**src/rtl/decoder_scan_n.sv**
```systemverilog
// Registered one-hot select generator: direct N-to-2^N decode or auto-scan
// through every line with a programmable per-line dwell and a wrap pulse.
module decoder_scan_n #(
  parameter  int unsigned SEL_W      = 3,
  parameter  int unsigned DWELL      = 4,
  parameter  bit          ACTIVE_LOW = 1'b0,
  localparam int unsigned OUT_W      = 2 ** SEL_W
) (
  input  logic             clk,
  input  logic             rst,
  input  logic             en,
  input  logic             mode,
  input  logic [SEL_W-1:0] sel,
  output logic [OUT_W-1:0] out,
  output logic [SEL_W-1:0] idx,
  output logic             active,
  output logic             wrap
);

  localparam int unsigned      CNT_W      = $clog2(DWELL) + 1;
  localparam logic [CNT_W-1:0] DWELL_LAST = CNT_W'(DWELL - 1);
  // XOR mask that turns a positive one-hot into the requested polarity.
  localparam logic [OUT_W-1:0] POL_MASK   = {OUT_W{ACTIVE_LOW}};

  typedef enum logic [1:0] {
    IDLE,
    DIRECT,
    SCAN
  } state_t;

  state_t             state_q, state_d;
  logic [SEL_W-1:0]   idx_q, idx_d;
  logic [OUT_W-1:0]   out_q, out_d;
  logic               active_q, active_d;
  logic               wrap_q, wrap_d;
  logic [CNT_W-1:0]   cnt_q, cnt_d;

  function automatic logic [OUT_W-1:0] decode(input logic [SEL_W-1:0] s);
    logic [OUT_W-1:0] v;
    v    = '0;
    v[s] = 1'b1;
    return v;
  endfunction

  always_comb begin
    // NOTE: every signal gets a default first so no path through the
    // branches below leaves a value unassigned and infers a latch.
    state_d  = IDLE;
    idx_d    = idx_q;
    out_d    = POL_MASK;
    active_d = 1'b0;
    wrap_d   = 1'b0;
    cnt_d    = '0;

    if (en) begin
      active_d = 1'b1;
      if (!mode) begin
        state_d = DIRECT;
        idx_d   = sel;
      end else begin
        state_d = SCAN;
        if (state_q != SCAN) begin
          // Entry always reseeds; a previous scan position is never resumed.
          idx_d = sel;
        end else if (cnt_q == DWELL_LAST) begin
          idx_d  = idx_q + 1'b1;
          wrap_d = &idx_q;
        end else begin
          cnt_d = cnt_q + 1'b1;
        end
      end
      out_d = decode(idx_d) ^ POL_MASK;
    end
  end

  always_ff @(posedge clk) begin
    // NOTE: non-blocking assignments so every register samples the
    // pre-edge values, independent of statement order.
    if (rst) begin
      state_q  <= IDLE;
      idx_q    <= '0;
      out_q    <= POL_MASK;
      active_q <= 1'b0;
      wrap_q   <= 1'b0;
      cnt_q    <= '0;
    end else begin
      state_q  <= state_d;
      idx_q    <= idx_d;
      out_q    <= out_d;
      active_q <= active_d;
      wrap_q   <= wrap_d;
      cnt_q    <= cnt_d;
    end
  end

  assign out    = out_q;
  assign idx    = idx_q;
  assign active = active_q;
  assign wrap   = wrap_q;

endmodule

```
**config.mk**
```make
export PLATFORM = sky130hd
export DESIGN_NAME = decoder_scan_n
export DESIGN_NICKNAME = d
export VERILOG_FILES = /design/src/rtl/decoder_scan_n.sv
export SDC_FILE = /design/constraint.sdc
export NUM_CORES = 1
export LEC_CHECK = 0
export CORE_MARGIN = 3
export CORE_UTILIZATION = 50
export CTS_CLUSTER_DIAMETER = 150
export DETAILED_ROUTE_END_ITERATION = 8
export PLACE_DENSITY_LB_ADDON = 0.2
export SYNTH_ARGS = -nofsm -noshare
export SYNTH_HDL_FRONTEND = slang
export SYNTH_SLANG_ARGS = --single-unit
```
**constraint.sdc**
```tcl
create_clock -name clk -period 3.7 [get_ports clk]
set_input_delay 0.555 -clock clk [delete_from_list [all_inputs] [get_ports clk]]
set_output_delay 0.555 -clock clk [all_outputs]
set_load 0.005 [all_outputs]
```
==> out/results.tsv <==
stage	metric	value	unit
critical_path	cells on worst reg2reg path	5	
synth	Post-synth top flop	dfxtp_1	
critical_path	worst-path maximum fanout	13	
synth	Synth Instances	78	
cts	CTS tree	built	
placed_design	HPWL Detailed	1201	µm
critical_path	r2r endpoint	out[6]$_SDFF_PP0_	
power_and_ir_drop	Pwr Density	362.1	mW/mm²
placed_design	Area after DPL	984.7	µm²
power_and_ir_drop	sw frac	23.01	%
synth	FF+latch count, synth	18	
synth	Yosys Warn Count	0	
drt	antenna violation net count after detailed routing	0	
floorplanning	die area	0.002126	mm²
sta	Slew headroom	66.73	%
final_layout	final instance area	0.001021	mm²
final_layout	NumNets Final	110	
global_route	initial antenna violation count	0	
global_route	Most Used Layer, Global Route	met2	
critical_path	Crit Path Class	reg -> reg	
floorplanning	effective utilization at floorplan	57.51	%
cts	Sink Count	18	
sta	Setup Skew	0.006018	ns
cts	post-CTS setup buffers	0	
hold_path	HP Class	reg -> reg	
floorplanning	Ports	20	
synth	syn avg cell area	10.31	µm²
synth	sequential fraction of the synthesis area	44.79	%
synth	cell taking the most area after synthesis	dfxtp_1	
synth	Post-Syn Area	804.5	µm²
hold_path	HP Start	cnt_q[0]$_SDFF_PP0_	
final_layout	layout cell share with drive strength beyond 1	9.278	%
synth	EDFF count, synth	0	
floorplanning	die width	46.11	µm
sta	Final setup viols	0	
floorplanning	Die Span Y	46.11	µm
floorplanning	core area	0.001399	mm²
cts	Post-CTS Hold Buffers	0	
sta	RSZ-0062 raised after global routing	no	
power_and_ir_drop	sequential share of power	55.0	%
hold_path	Hold Path Depth	1	
critical_path	CP Capture Type	flip-flop	
cts	Clock Pin Slew Worst Setup and Hold Paths	0.10	ns
synth	top post-synthesis cells by count	dfxtp_1, inv_1, ha_1, mux2i_1, nor3_1	
power_and_ir_drop	Internal	284.6	µW
drt	via/cell ratio	5.661	
final_layout	ant diodes	0	
drt	initial drt markers	12	
hold_path	Hold Path End	cnt_q[0]$_SDFF_PP0_	
power_and_ir_drop	net switching power figure	85.07	µW
sta	slew at the pin closest to its max-slew limit	0.4990	ns
cts	root buf cell	clkbuf_4	
global_route	vias in the first global route	626	
global_route	routing usage on met2	29.95	%
final_layout	area grow syn2layout	26.91	%
synth	Synth area leaders	dfxtp_1, ha_1, mux2i_1	
synth	most common cell in the netlist	dfxtp_1	
power_and_ir_drop	Comb pwr share	12.4	%
global_route	met1 usage	21.26	%
global_route	pin count of the biggest net entering global routing	14	
drt	DRC Markers	0	
critical_path	reg-to-reg slack, setup	1.71	ns
floorplanning	num rows	13	
placed_design	Port Buffer Count	19	
critical_path	WP data required	3.87	ns
run_status	status	completed	
sta	final slew viol count	0	
sta	final hold viol count	0	
sta	Sum Neg Setup Slack	0	ns
critical_path	Critical Path Start Type	flip-flop	
global_route	met3 usage	3.516	%
power_and_ir_drop	Max IR drop VDD	246.3	µV
synth	ys async rst share	0	%
cts	clk_lat worst skew	0.30	ns
cts	Num CTS Buffers	3	
synth	top-area cell type share of the netlist area	44.79	%
drt	final wirelength	1533	µm
cts	H-tree depth	1	
cts	clock buffer depth	2	
global_route	global route overflow	0	
final_layout	filler cell count	114	
synth	syn nets	90	
cts	CTS resizes	0	
placed_design	routability cong.	0.7787	
power_and_ir_drop	Lkg Pwr	0.3949	nW
sta	minimum clock period	1.989	ns
power_and_ir_drop	Clock power frac	32.6	%
global_route	first-pass GRT wire length	2663	µm
synth	Synth cell types	30	
critical_path	WP data arrival	2.16	ns
drt	Wirelength per Cell	13.69	µm
global_route	GR Util All Layers	17.75	%
drt	drt pass-1 iters	3	
sta	FMAX	0.5029	GHz
run	# Max-Cap Violations	0	
drt	vias	634	
critical_path	reg-to-reg startpoint	cnt_q[0]$_SDFF_PP0_	
sta	final period utilization	53.74	%
-- worst max-delay path, cell delays in order (launching register included) --
cell	delay, ns
dfxtp_1	0.35
ha_1	0.15
ha_1	0.46
mux2_2	0.39
o21ai_0	0.39
nor3_1	0.12
-- cells in the final DEF, fill, tap and decap left out, drive strengths merged, types with 2 or more instances in the layout --
cell type,count
clkdlybuf4s50,19
dfxtp,18
inv,6
mux2i,5
nor3,5
ha,5
nand3,4
a211oi,4
clkbuf,4
nor4,3
mux2,3
nand2b,2
nand3b,2
o21ai,2
nand2,2
-- through the flow --
step,power (mW),hold slack [ns],cells,utilization [%],setup slack [ns]
floorplan,0.2314,0.4071,78,-,2.138
global placement,0.2518,0.4240,108,70.39,1.606
detailed placement,0.2535,0.4364,108,70.39,1.518
CTS,0.3738,0.4512,112,72.99,1.717
global route,0.3890,0.4895,112,72.99,1.535
finish,0.3697,0.4474,112,72.99,1.711
-- worst max path at each step --
stage | start | end | slack [ns] | depth (start not counted)
3_5_place_dp | mode | out[6]$_SDFF_PP0_ | 1.52 | 4
5_1_grt | cnt_q[0]$_SDFF_PP0_ | out[6]$_SDFF_PP0_ | 1.53 | 5
3_3_place_gp | mode | out[7]$_SDFF_PP0_ | 1.61 | 4
6_report | cnt_q[0]$_SDFF_PP0_ | out[6]$_SDFF_PP0_ | 1.71 | 5
4_1_cts | cnt_q[0]$_SDFF_PP0_ | out[6]$_SDFF_PP0_ | 1.72 | 5
2_1_floorplan | idx[0]$_SDFFE_PP0P_ | out[4]$_SDFF_PP0_ | 2.14 | 5
-- logic make-up (layout without fill, tap and decap cells) --
logic type / after synthesis / after routing / synth area share [%]
and+or+nand+nor: 25 / 25 / 18.97
DFF: 18 / 18 / 44.79
muxes: 8 / 8 / 10.89
adders and majority gates: 5 / 5 / 7.776
buffers and inverters: 10 / 29 / 6.376
AOI/OAI and AO/OA: 11 / 11 / 10.11
xor gates and xnor gates: 1 / 1 / 1.089
-- state kept, by name (all words and copies together), names as in the netlist --
register  cells
wrap          1
cnt_q         3
active        1
idx           3
state_q       2
out           8
-- metal layers --
layer | vias up | part of all wire [%]
li1 | 321 | -
met1 | 293 | 43
met2 | 15 | 51
met3 | 5 | 4.5
met4 | 0 | 2.2
met5 | - | 0
-- power groups by stage --
stage	clock network [mW]	logic (mW)	registers [mW]
2_1_floorplan	0	0.0237	0.208
3_3_place_gp	0	0.0443	0.208
3_5_place_dp	0	0.0454	0.208
4_1_cts	0.124	0.0458	0.204
5_1_grt	0.134	0.0501	0.204
6_report	0.121	0.0457	0.203
-- layout make-up --
| class | count | area (µm²) | area share, % |
|---|---|---|---|
| clock buffers | 4 | 36.28 | 3.554 |
| inverters | 6 | 22.52 | 2.206 |
| multi-input cells | 50 | 392.9 | 38.48 |
| flip-flops and latches | 18 | 360.3 | 35.29 |
| well taps | 15 | 18.77 | 1.838 |
| repair buffers | 19 | 190.2 | 18.63 |
Note: power is estimated with default switching activity, not from simulation.
